<file path="src/rtl/v_zone_spi_tx_pkg.sv">
// Shared types and constants for the vertical-zone SPI transmitter.
package v_zone_spi_tx_pkg;

  typedef enum logic [2:0] {IDLE, HDR, RD, WT, SH, CRC, LAT, GAP} state_t;

  localparam logic [3:0] ADDR_BLANK = 4'd15;
  localparam logic [7:0] CRC8_POLY  = 8'h07;

  // One MSB-first CRC-8 step for a single serial bit.
  function automatic logic [7:0] crc8Step(input logic [7:0] crc, input logic b);
    return {crc[6:0], 1'b0} ^ (((crc[7] ^ b) == 1'b1) ? CRC8_POLY : 8'h00);
  endfunction

endpackage

</file>
<file path="src/rtl/v_zone_spi_tx_if.sv">
// Duty-buffer read port and LED-driver serial pins of the zone transmitter.
interface v_zone_spi_tx_if #(
  parameter int COL_W  = 3,
  parameter int DUTY_W = 8
);
  logic [4+COL_W-1:0] oRd_Addr;
  logic               oRd_En;
  logic [DUTY_W-1:0]  iRd_Data;
  logic               oSCLK;
  logic               oSDO;
  logic               oCS_n;
  logic               oLatch;

  modport master (output oRd_Addr, oRd_En, oSCLK, oSDO, oCS_n, oLatch,
                  input  iRd_Data);
  modport slave  (input  oRd_Addr, oRd_En, oSCLK, oSDO, oCS_n, oLatch,
                  output iRd_Data);
endinterface

</file>
<file path="src/rtl/v_zone_sclk_gen.sv">
// SCLK divider: each bit is SCLK_HALF low cycles then SCLK_HALF high cycles.
module v_zone_sclk_gen #(
  parameter int SCLK_HALF = 2
) (
  input  logic iODCK,
  input  logic iVSYNC_Preframe_rst,
  input  logic en,
  output logic bitStart,
  output logic bitEnd,
  output logic oSCLK
);
  localparam int CW = (SCLK_HALF > 1) ? $clog2(SCLK_HALF) : 1;

  logic [CW-1:0] cnt;
  logic          ph;
  logic          wrap;

  assign wrap = (cnt == CW'(SCLK_HALF - 1));

  // Disabled means parked at the start of a low phase, so re-enable begins a fresh bit.
  always_ff @(posedge iODCK or posedge iVSYNC_Preframe_rst) begin
    if (iVSYNC_Preframe_rst) begin
      cnt <= '0;
      ph  <= 1'b0;
    end else if (!en) begin
      cnt <= '0;
      ph  <= 1'b0;
    end else if (wrap) begin
      cnt <= '0;
      ph  <= ~ph;
    end else begin
      cnt <= cnt + 1'b1;
    end
  end

  assign oSCLK    = ph;
  assign bitStart = en && !ph && (cnt == '0);
  assign bitEnd   = en && ph && wrap;

endmodule

</file>
<file path="src/rtl/v_zone_spi_tx.sv">
// Scanning-backlight row transmitter: on entry to zone row 0..14 it reads the row's
// duties and sends {HDR_TAG,row} + duties as one SPI frame, then latches. CRC option: V_ZONE_TX_CRC8_EN.
module v_zone_spi_tx
  import v_zone_spi_tx_pkg::*;
#(
  parameter int         H_ZONES   = 8,
  parameter int         COL_W     = 3,
  parameter int         DUTY_W    = 8,
  parameter int         SCLK_HALF = 2,
  parameter logic [3:0] HDR_TAG   = 4'hA
) (
  input  logic              iODCK,
  input  logic              iVSYNC_Preframe_rst,
  input  logic [3:0]        iV_Address,
  v_zone_spi_tx_if.master   bus,
  output logic              oBusy,
  output logic              oOverrun
);
  localparam int SW  = (DUTY_W > 8) ? DUTY_W : 8;
  localparam int BCW = $clog2(SW) + 1;
`ifdef V_ZONE_TX_CRC8_EN
  localparam state_t TAIL = CRC;
`else
  localparam state_t TAIL = LAT;
`endif

  state_t           state, nxt;
  logic [3:0]       prevAddr, row, pendRow, rowSel;
  logic             pendVld;
  logic [COL_W-1:0] col;
  logic [BCW-1:0]   bitCnt;
  logic [SW-1:0]    shreg;
  logic             bitStart, bitEnd, sclkEn, segDone, lastCol;
  logic             trig, launch, launchNew, capture;

  v_zone_sclk_gen #(.SCLK_HALF(SCLK_HALF)) u_sclk (
    .iODCK              (iODCK),
    .iVSYNC_Preframe_rst(iVSYNC_Preframe_rst),
    .en                 (sclkEn),
    .bitStart           (bitStart),
    .bitEnd             (bitEnd),
    .oSCLK              (bus.oSCLK)
  );

  assign trig      = (iV_Address != prevAddr) && (iV_Address != ADDR_BLANK);
  assign sclkEn    = (state == HDR) || (state == SH) || (state == CRC);
  // bitCnt counts bits started, so the segment ends on the bitEnd where it reached full length.
  assign segDone   = bitEnd && (bitCnt == ((state == SH) ? BCW'(DUTY_W) : BCW'(8)));
  assign lastCol   = (col == COL_W'(H_ZONES - 1));
  assign rowSel    = pendVld ? pendRow : iV_Address;
  assign launch    = (nxt == HDR) && ((state == IDLE) || (state == GAP));
  assign launchNew = launch && !pendVld;
  assign capture   = trig && !launchNew;

  always_comb begin
    nxt          = state;
    oBusy        = 1'b1;
    bus.oCS_n    = 1'b1;
    bus.oLatch   = 1'b0;
    bus.oRd_En   = 1'b0;
    case (state)
      IDLE: begin
        oBusy = 1'b0;
        if (trig || pendVld) nxt = HDR;
      end
      HDR: begin
        bus.oCS_n = 1'b0;
        if (segDone) nxt = RD;
      end
      RD: begin
        bus.oCS_n  = 1'b0;
        bus.oRd_En = 1'b1;
        nxt        = WT;
      end
      WT: begin
        bus.oCS_n = 1'b0;
        nxt       = SH;
      end
      SH: begin
        bus.oCS_n = 1'b0;
        if (segDone) nxt = lastCol ? TAIL : RD;
      end
      CRC: begin
        bus.oCS_n = 1'b0;
        if (segDone) nxt = LAT;
      end
      LAT: begin
        bus.oLatch = 1'b1;
        nxt        = GAP;
      end
      GAP: begin
        oBusy = 1'b0;
        nxt   = pendVld ? HDR : IDLE;
      end
      default: begin
        oBusy = 1'b0;
        nxt   = IDLE;
      end
    endcase
  end

  assign bus.oRd_Addr = {row, col};
  assign bus.oSDO     = shreg[SW-1];

  // A launch from pending frees the slot, so a same-cycle trigger refills it without overrun.
  always_ff @(posedge iODCK or posedge iVSYNC_Preframe_rst) begin
    if (iVSYNC_Preframe_rst) begin
      state    <= IDLE;
      prevAddr <= ADDR_BLANK;
      row      <= '0;
      pendRow  <= '0;
      pendVld  <= 1'b0;
      oOverrun <= 1'b0;
    end else begin
      state    <= nxt;
      prevAddr <= iV_Address;
      if (launch) row <= rowSel;
      if (capture) begin
        pendRow <= iV_Address;
        pendVld <= 1'b1;
        if (pendVld && !launch) oOverrun <= 1'b1;
      end else if (launch && pendVld) begin
        pendVld <= 1'b0;
      end
    end
  end

`ifdef V_ZONE_TX_CRC8_EN
  logic [7:0] crc, crcNext;
  assign crcNext = crc8Step(crc, shreg[SW-1]);

  always_ff @(posedge iODCK or posedge iVSYNC_Preframe_rst) begin
    if (iVSYNC_Preframe_rst)                         crc <= '0;
    else if (launch)                                 crc <= '0;
    else if (bitEnd && ((state == HDR) || (state == SH))) crc <= crcNext;
  end
`endif

  always_ff @(posedge iODCK or posedge iVSYNC_Preframe_rst) begin
    if (iVSYNC_Preframe_rst) begin
      shreg  <= '0;
      col    <= '0;
      bitCnt <= '0;
    end else if (launch) begin
      shreg  <= SW'({HDR_TAG, rowSel}) << (SW - 8);
      col    <= '0;
      bitCnt <= '0;
    end else begin
      if (bitStart)     bitCnt <= bitCnt + 1'b1;
      else if (segDone) bitCnt <= '0;
      if (state == WT)
        shreg <= SW'(bus.iRd_Data) << (SW - DUTY_W);
`ifdef V_ZONE_TX_CRC8_EN
      else if (segDone && (state == SH) && lastCol)
        shreg <= SW'(crcNext) << (SW - 8);
`endif
      else if (bitEnd)
        shreg <= shreg << 1;
      if (segDone && (state == SH) && !lastCol) col <= col + 1'b1;
    end
  end

endmodule

</file>
<file path="src/flat_wrapper.sv">
// flat-port wrapper written by rule: the top's interface ports become plain ports
module v_zone_spi_tx_flat import v_zone_spi_tx_pkg::*;
#(
  parameter int         H_ZONES   = 8,
  parameter int         COL_W     = 3,
  parameter int         DUTY_W    = 8,
  parameter int         SCLK_HALF = 2,
  parameter logic [3:0] HDR_TAG   = 4'hA
)
  (iODCK, iVSYNC_Preframe_rst, iV_Address, oBusy, oOverrun, bus_oRd_Addr, bus_oRd_En, bus_oSCLK, bus_oSDO, bus_oCS_n, bus_oLatch, bus_iRd_Data);
  v_zone_spi_tx_if #(.COL_W(COL_W), .DUTY_W(DUTY_W)) bus_i ();
  input  logic iODCK;
  input  logic iVSYNC_Preframe_rst;
  input  logic [3:0] iV_Address;
  output logic oBusy;
  output logic oOverrun;
  output wire logic [$bits(bus_i.oRd_Addr)-1:0] bus_oRd_Addr;
  output wire logic [$bits(bus_i.oRd_En)-1:0] bus_oRd_En;
  output wire logic [$bits(bus_i.oSCLK)-1:0] bus_oSCLK;
  output wire logic [$bits(bus_i.oSDO)-1:0] bus_oSDO;
  output wire logic [$bits(bus_i.oCS_n)-1:0] bus_oCS_n;
  output wire logic [$bits(bus_i.oLatch)-1:0] bus_oLatch;
  input wire logic [$bits(bus_i.iRd_Data)-1:0] bus_iRd_Data;
  assign bus_oRd_Addr = bus_i.oRd_Addr;
  assign bus_oRd_En = bus_i.oRd_En;
  assign bus_oSCLK = bus_i.oSCLK;
  assign bus_oSDO = bus_i.oSDO;
  assign bus_oCS_n = bus_i.oCS_n;
  assign bus_oLatch = bus_i.oLatch;
  assign bus_i.iRd_Data = bus_iRd_Data;
  v_zone_spi_tx #(.H_ZONES(H_ZONES), .COL_W(COL_W), .DUTY_W(DUTY_W), .SCLK_HALF(SCLK_HALF), .HDR_TAG(HDR_TAG)) u_core (.iODCK(iODCK), .iVSYNC_Preframe_rst(iVSYNC_Preframe_rst), .iV_Address(iV_Address), .bus(bus_i), .oBusy(oBusy), .oOverrun(oOverrun));
endmodule
</file>
<file path="config.mk">
export PLATFORM = sky130hd
export DESIGN_NAME = v_zone_spi_tx_flat
export DESIGN_NICKNAME = d
export VERILOG_FILES = /design/src/rtl/v_zone_spi_tx_pkg.sv /design/src/rtl/v_zone_spi_tx_if.sv /design/src/rtl/v_zone_sclk_gen.sv /design/src/rtl/v_zone_spi_tx.sv /design/src/flat_wrapper.sv
export SDC_FILE = /design/constraint.sdc
export NUM_CORES = 1
export LEC_CHECK = 0
export CAP_MARGIN = 20
export CORE_ASPECT_RATIO = 0.75
export CORE_MARGIN = 1.5
export CORE_UTILIZATION = 55
export CTS_CLUSTER_DIAMETER = 60
export DETAILED_ROUTE_END_ITERATION = 10
export DONT_BUFFER_PORTS = 1
export GPL_ROUTABILITY_DRIVEN = 0
export PLACE_DENSITY = 0.7
export SLEW_MARGIN = 15
export SYNTH_ARGS = -nofsm -noshare
export SYNTH_HDL_FRONTEND = slang
export SYNTH_SLANG_ARGS = --single-unit
export TNS_END_PERCENT = 30
</file>
<file path="constraint.sdc">
create_clock -name iODCK -period 6.1 [get_ports iODCK]
set_input_delay 0.61 -clock iODCK [delete_from_list [all_inputs] [get_ports iODCK]]
set_output_delay 0.61 -clock iODCK [all_outputs]
set_load 0.05 [all_outputs]
</file>
==> After elaboration in Yosys (flattened, before gate mapping) <==
Cells that the tools add are included.
{ "classes": {"addsub": 3, "eq_ne": 13, "muxes": 26, "n_bitwise": 2, "n_reduce_logical": 30} }
{ "op_table": {"columns": ["cell", "count"], "rows": [
  ["2-to-1 mux 8 bit", 3],
  ["one-hot mux 3 bit (8 select lines)", 1],
  ["2-to-1 mux 3 bit", 7],
  ["2-to-1 mux 4 bit", 4],
  ["== test 3 bit, second input constant", 5],
  ["logical AND 1 bit", 13],
  ["2-to-1 mux 1 bit", 11],
  ["== test 3 x 1 -> 1 bit, second input constant", 2],
  ["== test 3 x 2 -> 1 bit, second input constant", 2],
  ["nonzero test 3 bit", 2],
  ["logical NOT 1 bit", 5],
  ["OR reduction 5 bit", 1],
  ["adder 4 x 1 -> 4 bit, second input constant", 1],
  ["== test 4 bit, second input constant", 1],
  ["logical OR 1 bit", 4],
  ["!= test 4 bit", 1],
  ["!= test 4 bit, second input constant", 1],
  ["nonzero test 2 bit", 2],
  ["adder 3 x 1 -> 3 bit, second input constant", 1],
  ["logical NOT 3 bit", 1],
  ["!= test 2 x 1 -> 1 bit, second input constant", 1],
  ["inverter 1 bit", 2],
  ["AND reduction 2 bit", 1],
  ["OR reduction 2 bit", 1],
  ["adder 1 bit, second input constant", 1]
]} }
{ "totals": {"reg_bits": 34, "in_bits": 14, "output_inout_bits": 14, "wordCells": 85} }

==> Logic depth before layout (Yosys ltp) <==
Gate-level depths: netlist of run 1.
{ "depth": {"depth_word": 14, "mapped_depth": 11, "mapped_depth_nobuf": 8} }

==> Cells and area by module <==
Synthesis of run 1 repeated with hierarchy kept, for this count alone.
{ "hier_totals": {"hier_cells": 160, "hier_area_um2": 1732.9} }
{ "modules_own_cells": {"columns": ["mod", "instances", "cells_per_inst", "area_each_um2", "seq_area_each_um2"], "rows": [
  ["v_zone_spi_tx", 1, 152, 1645.3, 805.8],
  ["v_zone_sclk_gen", 1, 8, 87.6, 50.0]
]} }

==> Least setup slack after synthesis of run 1 <==
No wires, ideal clock.
{ "synth_path": {"kind": "register to register", "start": "register u_core.state[2]", "end": "register u_core.pendRow[0]", "setup_ns": 0.125, "arrival_time_ns": 2.450, "required_ns": 5.975, "slack_ns": 3.525, "path_stages_with_launch": 11, "n_path_buf": 2, "period_less_slack_ns": 2.575, "cell_sequence": "dfrtp_1 clkbuf_1 inv_1 ha_1 or3_1 clkbuf_1 o21a_1 a211oi_1 or2_4 a21o_4 mux2_4"} }
{ "synth_via": {"elab_chain_cells": 13} }
{ "synth_rtl": {"columns": ["item", "line", "text"], "rows": [
  ["start: declaration", "v_zone_spi_tx.sv:27", "state_t state, nxt;"],
  ["start signal: assignment", "v_zone_spi_tx.sv:115", "state <= nxt;"],
  ["== test 3 x 1 -> 1 bit / == test 3 bit (equally long branches)", "v_zone_spi_tx.sv:46, v_zone_spi_tx.sv:61", null],
  ["logical OR 1 bit (2 in a row)", "v_zone_spi_tx.sv:46", "assign sclkEn = (state == HDR) || (state == SH) || (state == CRC);"],
  ["logical AND 1 bit (2 in a row)", "v_zone_sclk_gen.sv:38", "assign bitEnd = en && ph && wrap;"],
  ["logical AND 1 bit", "v_zone_spi_tx.sv:48", "assign segDone = bitEnd && (bitCnt == ((state == SH) ? BCW'(DUTY_W) : BCW'(8)));"],
  ["2-to-1 mux 3 bit (on tied branches)", "v_zone_spi_tx.sv:85, v_zone_spi_tx.sv:68, v_zone_spi_tx.sv:81", null],
  ["one-hot mux 3 bit (8 select lines) *", "v_zone_spi_tx.sv:61", "case (state)"],
  ["named net u_core.nxt[0]", "v_zone_spi_tx.sv:27", null],
  ["== test 3 x 1 -> 1 bit *", "v_zone_spi_tx.sv:51", "assign launch = (nxt == HDR) && ((state == IDLE) || (state == GAP));"],
  ["logical AND 1 bit *", "v_zone_spi_tx.sv:51", null],
  ["logical AND 1 bit *", "v_zone_spi_tx.sv:52", "assign launchNew = launch && !pendVld;"],
  ["logical NOT 1 bit *", "v_zone_spi_tx.sv:53", "assign capture = trig && !launchNew;"],
  ["logical AND 1 bit *", "v_zone_spi_tx.sv:53", null],
  ["end signal: assignment", "v_zone_spi_tx.sv:119", "pendRow <= iV_Address;"],
  ["end: declaration", "v_zone_spi_tx.sv:28", "logic [3:0] prevAddr, row, pendRow, rowSel;"]
]} }
The timed path passes the listed nets; every way through them passes the cells marked *.
A chain may end at the register's enable or synchronous reset.

==> Worst setup path in the final report of run 1 <==
{ "layout_path": {"start": "register u_core.state[1]", "end": "register u_core.shreg[0]"} }
{ "layout_via": {"elab_chain_cells": 11} }
{ "layout_rtl": {"columns": ["item", "line", "text"], "rows": [
  ["== test 3 x 1 -> 1 bit / == test 3 bit (equally long branches)", "v_zone_spi_tx.sv:46, v_zone_spi_tx.sv:61", null],
  ["logical OR 1 bit (2 in a row)", "v_zone_spi_tx.sv:46", null],
  ["logical AND 1 bit (2 in a row)", "v_zone_sclk_gen.sv:38", null],
  ["logical AND 1 bit", "v_zone_spi_tx.sv:48", null],
  ["2-to-1 mux 3 bit (on tied branches)", "v_zone_spi_tx.sv:85, v_zone_spi_tx.sv:68, v_zone_spi_tx.sv:81", null],
  ["one-hot mux 3 bit (8 select lines)", "v_zone_spi_tx.sv:61", null],
  ["== test 3 x 1 -> 1 bit", "v_zone_spi_tx.sv:51", null],
  ["logical AND 1 bit", "v_zone_spi_tx.sv:51", null],
  ["nonzero test 3 bit (no source line) / 2-to-1 mux 8 bit (equally long branches)", null, null],
  ["end signal: assignment", "v_zone_spi_tx.sv:145", "shreg <= SW'({HDR_TAG, rowSel}) << (SW - 8);"],
  ["end signal: assignment", "v_zone_spi_tx.sv:152", "shreg <= SW'(bus.iRd_Data) << (SW - DUTY_W);"],
  ["end signal: assignment", "v_zone_spi_tx.sv:158", "shreg <= shreg << 1;"],
  ["end: declaration", "v_zone_spi_tx.sv:32", "logic [SW-1:0] shreg;"]
]} }
Parallel ways exist; a longest one is shown, timed or not.

==> reports/qor.csv, run 1 <==
metric,value,unit
Seq cells post-synth,34,
first-pass iteration count of the detailed router,4,
area grow syn2layout,8.29,%
pwr dens,451,nW/um^2
CP max FO,16,
first-pass GRT wire length,5.73,mm
Post-DP HPWL,2.63,mm
cts repair resizes,0,
Synth Area in Compound Gates,0.150,
vias in the first global route,1184,
total CTS buffers,5,
Syn Inst Count,172,
Synth area leaders,"dfrtp_1 42%, mux2i_1 7.2%, dfstp_2 5.8%",
hold buffers post-CTS,0,
final WL,3.62,mm
final worst setup slack,3.04,ns
status,"complete, no violations",
Worst setup SP type,register,
CTS H-tree lvls,2,
max-slew violations,0,
crit path capture type,register,
clock-pin slew of the registers on the worst-case setup and hold paths,0.07,ns
RSZ-0062 raised after global routing,no,
worst-margin pin slew,1.08,ns
Die Width,69.0,um
Final TNS setup,0,ns
Syn Nets,193,
proportion of synthesized area in mux cells,0.112,
initial antenna violation count,0,
Worst Setup Path Type,register to register,
"Distinct cells, synth",43,
post-synthesis sequential area ratio,0.476,
fraction of layout cells with a size suffix above 1,0.142,
clock group share of total power,0.229,
Worst Skew,0.00394,ns
Syn Std Cell Area,1800,sq um
Ys Warns,0,
Reg2Reg Launch Point,u_core.state[1]$_DFF_PP0_,
GRT Total Usage,0.227,
Synth Area in Simple Gates,0.148,
WP data arrival,3.23,ns
PortBufs,0,
CTS tree,built,
switching pwr,345,uW
minimum clock period,3.06,ns
ys flop type,dfrtp_1,
largest area contributor in the synthesized netlist,dfrtp_1,
Rel. slew slack,0.279,
FILL cells,241,
number of setup buffers added after CTS,0,
via count,1265,
syn_area_per_cell,10.4,sq um
"Hold Violations, Final",0,
RR Endpoint,u_core.shreg[0]$_DFFE_PP0P_,
Net Sw Frac,0.393,
Clock Tree Buf Depth,2,
Setup-failing EPs final,0,
Worst R2R Path Depth,8,
Cells after DPL,206,
DIE AREA,3620,sq um
Cell Int Power,533,uW
wire per inst,16.9,um
Post-synth EDFFs,0,
top-level port count,28,
Post-Place Worst Slack,3.14,ns
ant diodes,0,
Die Y,52.5,um
initial drt markers,154,
ANT nets after route,0,
Sequential Power Share,0.479,
GR Overflow Total,0,
Post-Layout Cell Count,214,
CTS Sinks,34,
Starting Density,0.595,
Synth Area in Adders,0.0543,
share of flip-flops with an asynchronous set or reset,1.00,
crit share post-route,0.502,
Peak VDD IR,0.274,mV
placeable core area,3020,sq um
largest family of logic cells by synthesized area,compound AO/OA/AOI/OAI gates,
nets,196,
"Clk Latency, worst-skew pair",0.29,ns
top cell type's share of synthesized area,0.418,
largest net degree at the start of global routing,35,
highest clock rate,0.327,GHz
MaxCap Viol Count,0,
mean number of vias per cell,5.91,
Clock Root Buffer,clkbuf_8,
Leak,0.886,nW
Comb pwr share,0.292,
drt drc,0,
xor/xnor share of the synthesized area,0.0292,
Tightest Hold Check Type,input port to asynchronous set/reset pin,
WP data required,6.27,ns
r2r setup slk,3.04,ns
row count,17,
==> power groups by stage <==
| stage | Clock, mW | Combinational, mW | Sequential (mW) |
|---|---|---|---|
| 2_1_floorplan | 0 | 0.220 | 0.404 |
| 3_3_place_gp | 0 | 0.246 | 0.422 |
| 3_5_place_dp | 0 | 0.258 | 0.424 |
| 4_1_cts | 0.205 | 0.259 | 0.420 |
| 5_1_grt | 0.215 | 0.288 | 0.427 |
| 6_report | 0.201 | 0.256 | 0.420 |
==> cells by family (layout without fill, tap and decap cells) <==
kind of cell               Yosys count  in the layout
AOI/OAI and AO/OA                   37             37
xor gates and xnor gates             6              6
adders and majority gates            8              8
buffers and inverters               14             18
DFF                                 34             34
muxes                               18             18
and+or+nand+nor                     55             55
==> worst max-delay path by stage <==
| stage | start | to | slack (ns) | cells past startpoint |
|---|---|---|---|---|
| 6_report | u_core.state[1]$_DFF_PP0_ | u_core.shreg[0]$_DFFE_PP0P_ | 3.04 | 8 |
| 5_1_grt | u_core.state[1]$_DFF_PP0_ | u_core.shreg[0]$_DFFE_PP0P_ | 2.84 | 8 |
| 4_1_cts | u_core.state[1]$_DFF_PP0_ | u_core.shreg[0]$_DFFE_PP0P_ | 3.09 | 8 |
| 3_3_place_gp | u_core.state[1]$_DFF_PP0_ | u_core.bitCnt[0]$_DFFE_PP0P_ | 3.28 | 8 |
| 2_1_floorplan | u_core.state[2]$_DFF_PP0_ | u_core.pendRow[0]$_DFFE_PP0P_ | 3.52 | 10 |
| 3_5_place_dp | u_core.state[1]$_DFF_PP0_ | u_core.shreg[0]$_DFFE_PP0P_ | 3.14 | 8 |
==> cells in the mapped netlist, drive strengths merged, types with 2 or more instances <==
library cell / n
dfrtp: 30
nand2: 17
nor2: 14
mux2i: 13
o21ai: 8
ha: 7
inv: 7
a21o: 6
clkbuf: 6
nor3: 6
mux2: 5
nand3: 5
o21a: 5
a21oi: 4
dfstp: 4
nor2b: 4
xor2: 4
a211oi: 3
or3: 3
or2: 2
xnor2: 2
==> registers in the layout (all words and copies together), names as in the netlist <==
signal	cells
u_core.pendVld	1
u_core.prevAddr	4
u_core.u_sclk.oSCLK	1
u_core.u_sclk.cnt	1
u_core.col	3
u_core.pendRow	4
u_core.bitCnt	4
u_core.oOverrun	1
u_core.state	3
u_core.row	4
u_core.shreg	8
==> layer usage <==
| metal | share of wire | vias up | global-route usage |
|---|---|---|---|
| met1 | 0.49 | 605 | 0.320 |
| met5 | 0 | - | 0 |
| li1 | - | 610 | - |
| met2 | 0.44 | 42 | 0.330 |
| met4 | 0.018 | 0 | 0.0980 |
| met3 | 0.049 | 8 | 0.0581 |
==> metrics by stage <==
step            util  total power, mW  cell area [sq um]  hold slack (ns)
2_1_floorplan      -            0.624               1800            0.481
3_3_place_gp   0.609            0.668               1840            0.493
3_5_place_dp   0.609            0.682               1840            0.502
4_1_cts        0.644            0.883               1950            0.312
5_1_grt        0.644            0.931               1950            0.302
6_report       0.644            0.878               1950            0.307
==> critical path, stage by stage, from the launching register on <==
cell and delay [ns]:
dfrtp_1 0.60, inv_1 0.22, ha_1 0.26, or3_1 0.46
o21a_1 0.23, a211oi_1 0.31, o21ba_2 0.38, nor3_1 0.13
a311o_1 0.36
==> cell usage in the layout (no fill, tap or decap), types with 2 or more instances in the layout <==
master / count
dfstp_2: 4
nand3_1: 5
xor2_1: 4
nor2b_1: 4
mux2_4: 4
xnor2_1: 2
ha_1: 7
nand2_1: 17
inv_1: 7
clkbuf_1: 2
buf_4: 3
a211oi_1: 3
dfrtp_1: 30
mux2i_1: 13
nor2_1: 14
o21ai_0: 8
o21a_1: 5
nor3_1: 5
a21o_1: 5
clkbuf_8: 5
or3_1: 2
a21oi_1: 4
==> cell type report <==
class,count,area (sq um),area share
tap,38,47.5,0.0244
clock buffer,7,76.3,0.0392
multi-input combinational,124,887,0.456
clock inverter,1,30.0,0.0154
sequential,34,856,0.440
inverter,7,26.3,0.0135
timing repair buffer,3,22.5,0.0116
Power figures use the tool's default switching activity.
==> inputs of run 2 (changes only) <==
Settings changed: PLACE_DENSITY 0.7 to 0.73.
Clock period 6.1 ns to 2.6 ns, I/O delays scaled along.
==> run 2 against run 1 <==
- design area rose by 8.0%
- hold slack got worse by 0.19 ns
- combinational power rose to 2.7 times the previous value
- flip-flop and latch count did not move
- global-route usage rose by 0.77 points
- sequential share of layout area fell by 3.2 points
- count of clock-buffer cells in the layout did not move
- non-clock buffer count rose by 16
- maximum frequency rose by 25%
- final cell count rose by 7.5%
- critical path type unchanged
- largest cell class unchanged
==> reports/qor.csv, run 2 (same netlist as run 1, synthesis figures left out) <==
metric,value,unit,change
mean number of vias per cell,5.87,,was 5.91
nets,212,,was 196
Setup-failing EPs final,0,,unchanged
Peak VDD IR,0.526,mV,was 0.274 mV
Cells after DPL,217,,was 206
PortBufs,0,,unchanged
Crit path max-delay family,compound AO/OA/AOI/OAI gates,,unchanged
end point of the critical path,u_core.bitCnt[0]$_DFFE_PP0P_,,was u_core.shreg[0]$_DFFE_PP0P_
Clock Root Buffer,clkbuf_8,,unchanged
crit share post-route,0.945,,was 0.502
RSZ-0062 raised after global routing,no,,unchanged
placeable core area,3020,sq um,unchanged
initial drt markers,87,,was 154
CP max FO,11,,was 16
first-pass GRT wire length,5.89,mm,was 5.73 mm
Worst setup SP type,register,,unchanged
highest clock rate,0.407,GHz,was 0.327 GHz
Leak,0.969,nW,was 0.886 nW
WP data arrival,2.63,ns,was 3.23 ns
WP data required,2.77,ns,was 6.27 ns
largest net degree at the start of global routing,35,,unchanged
slowest CP cell,or3_1,,was dfrtp_1
drt drc,0,,unchanged
Worst R2R Path Depth,8,,unchanged
vias in the first global route,1265,,was 1184
Die Width,69.0,um,unchanged
Clock Tree Buf Depth,2,,unchanged
max-slew violations,0,,unchanged
RR Endpoint,u_core.bitCnt[0]$_DFFE_PP0P_,,was u_core.shreg[0]$_DFFE_PP0P_
fraction of layout cells with a size suffix above 1,0.203,,was 0.142
total CTS buffers,5,,unchanged
final core occ,0.696,,was 0.644
GR Overflow Total,0,,unchanged
pwr dens,1020,nW/um^2,was 451 nW/um^2
MaxCap Viol Count,0,,unchanged
ANT nets after route,0,,unchanged
final WL,3.65,mm,was 3.62 mm
CTS Sinks,34,,unchanged
status,"complete, no violations",,unchanged
wire per inst,15.9,um,was 16.9 um
row count,17,,unchanged
Tightest Hold Check Type,input port to register,,was input port to asynchronous set/reset pin
GRT Total Usage,0.235,,was 0.227
r2r setup slk,0.14,ns,was 3.04 ns
Rel. slew slack,0.637,,was 0.279
area grow syn2layout,16.9,%,was 8.29%
number of setup buffers added after CTS,0,,unchanged
DIE AREA,3620,sq um,unchanged
ant diodes,0,,unchanged
Reg2Reg Launch Point,u_core.state[1]$_DFF_PP0_,,unchanged
Die Y,52.5,um,unchanged
CTS H-tree lvls,2,,unchanged
FILL cells,223,,was 241
most flop-heavy register,u_core.shreg,,unchanged
"Critical Path, Cell by Cell",buf_4 > ha_1 > or3_1 > o21a_1 > a211oi_2 > o21ba_4 > a31oi_1 > mux2_2,,was inv_1 > ha_1 > or3_1 > o21a_1 > a211oi_1 > o21ba_2 > nor3_1 > a311o_1
Worst Setup Path Type,register to register,,unchanged
max reg flops,8,,unchanged
Starting Density,0.595,,unchanged
crit path capture type,register,,unchanged
"commonest non-fill, non-tap cell in the layout",dfrtp_1,,unchanged
Worst Skew,0.0108,ns,was 0.00394 ns
Critical Path Start,u_core.state[1]$_DFF_PP0_,,unchanged
"commonest cells after routing, fill and taps aside","29 x dfrtp_1, 17 x nand2_1, 14 x nor2_1, 14 x buf_4, 13 x mux2i_1",,"was 30 x dfrtp_1, 17 x nand2_1, 14 x nor2_1, 13 x mux2i_1, 8 x o21ai_0"
"Clk Latency, worst-skew pair",0.29,ns,about the same
Post-DP HPWL,2.66,mm,was 2.63 mm
worst-margin pin slew,0.541,ns,was 1.08 ns
via count,1350,,was 1265
Final TNS setup,0,ns,unchanged
clock-pin slew of the registers on the worst-case setup and hold paths,0.06,ns,was 0.07 ns
Crit path depth,8,,unchanged
Buf/Inv on CP,1,,unchanged
CTS tree,built,,unchanged
initial antenna violation count,0,,unchanged
Post-Layout Cell Count,230,,was 214
"Hold Violations, Final",0,,unchanged
top-level port count,28,,unchanged
first-pass iteration count of the detailed router,4,,unchanged
minimum clock period,2.46,ns,was 3.06 ns
Slowest Stage Delay on Critical Path,0.43,ns,was 0.60 ns
[run 2: worst min path at each step]
stage	startpoint	end	slack, ns	cells past startpoint
after CTS	iV_Address[0]	u_core.pendRow[0]$_DFFE_PP0P_	0.11	1
after global placement	iVSYNC_Preframe_rst	u_core.u_sclk.cnt$_DFF_PP0_	0.26	2
after global routing	iV_Address[0]	u_core.pendRow[0]$_DFFE_PP0P_	0.1	1
final	iV_Address[3]	u_core.pendRow[3]$_DFFE_PP0P_	0.12	1
after detailed placement	iV_Address[2]	u_core.prevAddr[2]$_DFF_PP1_	0.26	0
after floorplan	iV_Address[0]	u_core.prevAddr[0]$_DFF_PP1_	0.26	0
[run 2: routing by layer]
layer	part of all wire	GRT usage	vias up
li1	-	-	641
met1	0.44	0.306	651
met2	0.47	0.362	52
met3	0.072	0.0839	6
met4	0.011	0.0817	0
met5	0	0	-
[run 2: worst register-to-register path, delay by kind of cell (launching register included)]
| family | cells | cell delay (ns) |
|---|---|---|
| simple gates | 1 | 0.43 |
| fa+ha+maj | 1 | 0.20 |
| mux | 1 | 0.30 |
| buf+inv | 1 | 0.18 |
| flops | 1 | 0.42 |
| compound gates | 4 | 0.83 |
[run 2: where the power goes]
group,internal (mW),switching (mW)
sequential,0.685,0.263
combinational,0.329,0.366
clock,0.312,0.189
[run 2: timing repair]
action                                  CTS  global route
gates resized for setup                   0             3
endpoints found under the setup margin    0            14
endpoints found under the hold margin    34             0
hold buffers                              5             0
[run 2: cell type report]
| cell class | count | area (sq um) | area share |
|---|---|---|---|
| multi-input cells | 124 | 898 | 0.428 |
| flip-flops and latches | 34 | 857 | 0.408 |
| repair buffers | 19 | 155 | 0.0739 |
| clock buffers | 7 | 86.3 | 0.0411 |
| well taps | 38 | 47.5 | 0.0226 |
| clock inverters | 1 | 30.0 | 0.0143 |
| inverters | 7 | 26.3 | 0.0125 |
[run 2: metrics by stage]
| step | instance area (sq um) | power, mW | hold WS (ns) | worst slack (ns) |
|---|---|---|---|---|
| floorplan | 1800 | 1.46 | 0.264 | 0.0250 |
| detailed placement | 1920 | 1.64 | 0.265 | 0.0253 |
| global route | 2100 | 2.28 | 0.0993 | 0.0459 |
| CTS | 2090 | 2.14 | 0.112 | 0.0228 |
| global placement | 1920 | 1.61 | 0.261 | 0.171 |
| finish | 2100 | 2.14 | 0.118 | 0.144 |
==> inputs of run 3 (changes only) <==
Settings changed: PLACE_DENSITY 0.73 to unset, PLACE_DENSITY_LB_ADDON set to 0.3.
==> run 3 against run 2 <==
- total power rose by 5.1%
- combinational power rose by 2%
- wire length rose by 3.9%
- non-clock buffer count fell by 1
- register-to-register slack barely moved
- critical path type unchanged
- critical endpoint is now u_core.shreg[3]$_DFFE_PP0P_
==> reports/qor.csv, run 3 (same netlist as run 1, synthesis figures left out) <==
metric,value,unit,change
total CTS buffers,5,,unchanged
area occupied by registers,856,sq um,was 857 sq um
Worst Hold Launch,iV_Address[0],,was iV_Address[3]
Die Y,52.5,um,unchanged
max reg flops,8,,unchanged
Worst R2R Path Depth,9,,was 8
Post-Layout Cell Count,229,,was 230
Clock Root Buffer,clkbuf_8,,unchanged
slowest CP cell,or3_1,,unchanged
PortBufs,0,,unchanged
status,"complete, no violations",,unchanged
highest clock rate,0.408,GHz,was 0.407 GHz
via count,1323,,was 1350
CTS Sinks,34,,unchanged
ant diodes,0,,unchanged
Worst Skew,0.00666,ns,was 0.0108 ns
met1 usage,0.351,,was 0.306
Peak VDD IR,0.803,mV,was 0.526 mV
Cells after DPL,216,,was 217
placeable core area,3020,sq um,unchanged
Final Total Pwr,2.25,mW,was 2.14 mW
Post-Place Worst Slack,0.0840,ns,was 0.0253 ns
CTS tree,built,,unchanged
CTS H-tree lvls,2,,unchanged
vias in the first global route,1346,,was 1265
Worst Setup Path Type,register to register,,unchanged
row count,17,,unchanged
r2r setup slk,0.15,ns,was 0.14 ns
final WL,3.79,mm,was 3.65 mm
area grow syn2layout,18.5,%,was 16.9%
Fin Hold WS,0.122,ns,was 0.118 ns
"Hold Violations, Final",0,,unchanged
first-pass iteration count of the detailed router,4,,unchanged
nets,211,,was 212
"commonest cells after routing, fill and taps aside","30 x dfrtp_1, 17 x nand2_1, 14 x nor2_1, 13 x mux2i_1, 13 x buf_4",,"was 29 x dfrtp_1, 17 x nand2_1, 14 x nor2_1, 14 x buf_4, 13 x mux2i_1"
crit share post-route,0.942,,was 0.945
most flop-heavy register,u_core.shreg,,unchanged
mean number of vias per cell,5.78,,was 5.87
fraction of layout cells with a size suffix above 1,0.209,,was 0.203
GRT Total Usage,0.250,,was 0.235
FILL cells,215,,was 223
drt drc,0,,unchanged
Reg2Reg Launch Point,u_core.state[1]$_DFF_PP0_,,unchanged
CP max FO,10,,was 11
"Clk Latency, worst-skew pair",0.28,ns,was 0.29 ns
"Critical Path, Cell by Cell",inv_1 > ha_1 > or3_1 > o21a_1 > a211oi_2 > o21ba_4 > buf_4 > nor2b_1 > a21o_1,,was buf_4 > ha_1 > or3_1 > o21a_1 > a211oi_2 > o21ba_4 > a31oi_1 > mux2_2
global route hottest layer,met2,,unchanged
number of setup buffers added after CTS,0,,unchanged
crit path capture type,register,,unchanged
first-pass GRT wire length,6.36,mm,was 5.89 mm
ANT nets after route,0,,unchanged
Min-Delay Path Depth,1,,unchanged
Tightest Hold Check Type,input port to register,,unchanged
global routing usage on met3,0.0645,,was 0.0839
largest net degree at the start of global routing,35,,unchanged
hold path endpoint,u_core.pendRow[0]$_DFFE_PP0P_,,was u_core.pendRow[3]$_DFFE_PP0P_
top-level port count,28,,unchanged
minimum clock period,2.45,ns,was 2.46 ns
WP data required,2.83,ns,was 2.77 ns
DIE AREA,3620,sq um,unchanged
post-route cell area,2130,sq um,was 2100 sq um
pwr dens,1060,nW/um^2,was 1020 nW/um^2
initial antenna violation count,0,,unchanged
Starting Density,0.595,,unchanged
wire per inst,16.5,um,was 15.9 um
max-slew violations,0,,unchanged
clock-pin slew of the registers on the worst-case setup and hold paths,0.07,ns,was 0.06 ns
final worst setup slack,0.150,ns,was 0.144 ns
"commonest non-fill, non-tap cell in the layout",dfrtp_1,,unchanged
Clock Tree Buf Depth,2,,unchanged
Worst setup SP type,register,,unchanged
routing usage on met2,0.375,,was 0.362
Leak,0.979,nW,was 0.969 nW
GR Overflow Total,0,,unchanged
Post-DP HPWL,2.67,mm,was 2.66 mm
Rel. slew slack,0.595,,was 0.637
WP data arrival,2.68,ns,was 2.63 ns
MaxCap Viol Count,0,,unchanged
multi-input logic area,908,sq um,was 898 sq um
area post-placement,1920,sq um,about the same
Die Width,69.0,um,unchanged
initial drt markers,94,,was 87
worst-margin pin slew,0.602,ns,was 0.541 ns
Slowest Stage Delay on Critical Path,0.49,ns,was 0.43 ns
RR Endpoint,u_core.shreg[3]$_DFFE_PP0P_,,was u_core.bitCnt[0]$_DFFE_PP0P_
Setup-failing EPs final,0,,unchanged
## run 3: changes by cell type in the layout (fill, tap and decap cells not counted)
cell	previous run	this run
buf_4	14	13
dfrtp_1	29	30
bufinv_16	1	2
dfrtp_2	1	0
clkbuf_1	1	0
nor3_1	5	3
nor3_2	1	3
## run 3: critical path: cells and delay by family (launching register included)
kind            cells  cell delay, ns
fa+ha+maj           1            0.22
buf+inv             2            0.25
flops               1            0.40
compound gates      4            0.84
simple gates        2            0.68
## run 3: layout make-up
class | count | share of cell area
well taps | 38 | 0.0223
multi-input cells | 124 | 0.427
clock inverters | 2 | 0.0282
clock buffers | 6 | 0.0388
inverters | 7 | 0.0123
flip-flops and latches | 34 | 0.402
repair buffers | 18 | 0.0694
## run 3: worst max-delay path by stage
stage                                    from                            end  slack (ns)  cells past startpoint
finish              u_core.state[1]$_DFF_PP0_    u_core.shreg[3]$_DFFE_PP0P_        0.15                      9
CTS                 u_core.state[1]$_DFF_PP0_    u_core.shreg[3]$_DFFE_PP0P_        0.05                      9
global placement    u_core.state[1]$_DFF_PP0_    u_core.shreg[0]$_DFFE_PP0P_        0.23                      8
floorplan           u_core.state[2]$_DFF_PP0_  u_core.pendRow[0]$_DFFE_PP0P_        0.02                     10
detailed placement  u_core.state[1]$_DFF_PP0_    u_core.shreg[3]$_DFFE_PP0P_        0.08                      9
global route        u_core.state[1]$_DFF_PP0_    u_core.shreg[3]$_DFFE_PP0P_      -0.005                      9
## run 3: repair_timing
item                                    4_1_cts  5_1_grt
hold buffers                                  5        0
hold endpoints to repair                     34        0
gates resized for setup                       0        2
endpoints found under the setup margin        0        9
## run 3: metal layers
layer / vias up / routed length (um)
li1: 637 / -
met1: 652 / 1770
met2: 28 / 1760
met3: 6 / 203
met4: 0 / 53
met5: - / 0
## run 3: metrics by stage
step                 TNS, ns   util
finish                     0  0.705
global route        -0.00668  0.705
CTS                        0  0.701
detailed placement         0  0.637
global placement           0  0.637
floorplan                  0      -
## run 3: power by group
group	internal [mW]	switching, mW	leakage [nW]
Clock	0.409	0.187	0.0714
Sequential	0.685	0.265	0.406
Combinational	0.330	0.380	0.502
Total	1.42	0.832	0.979
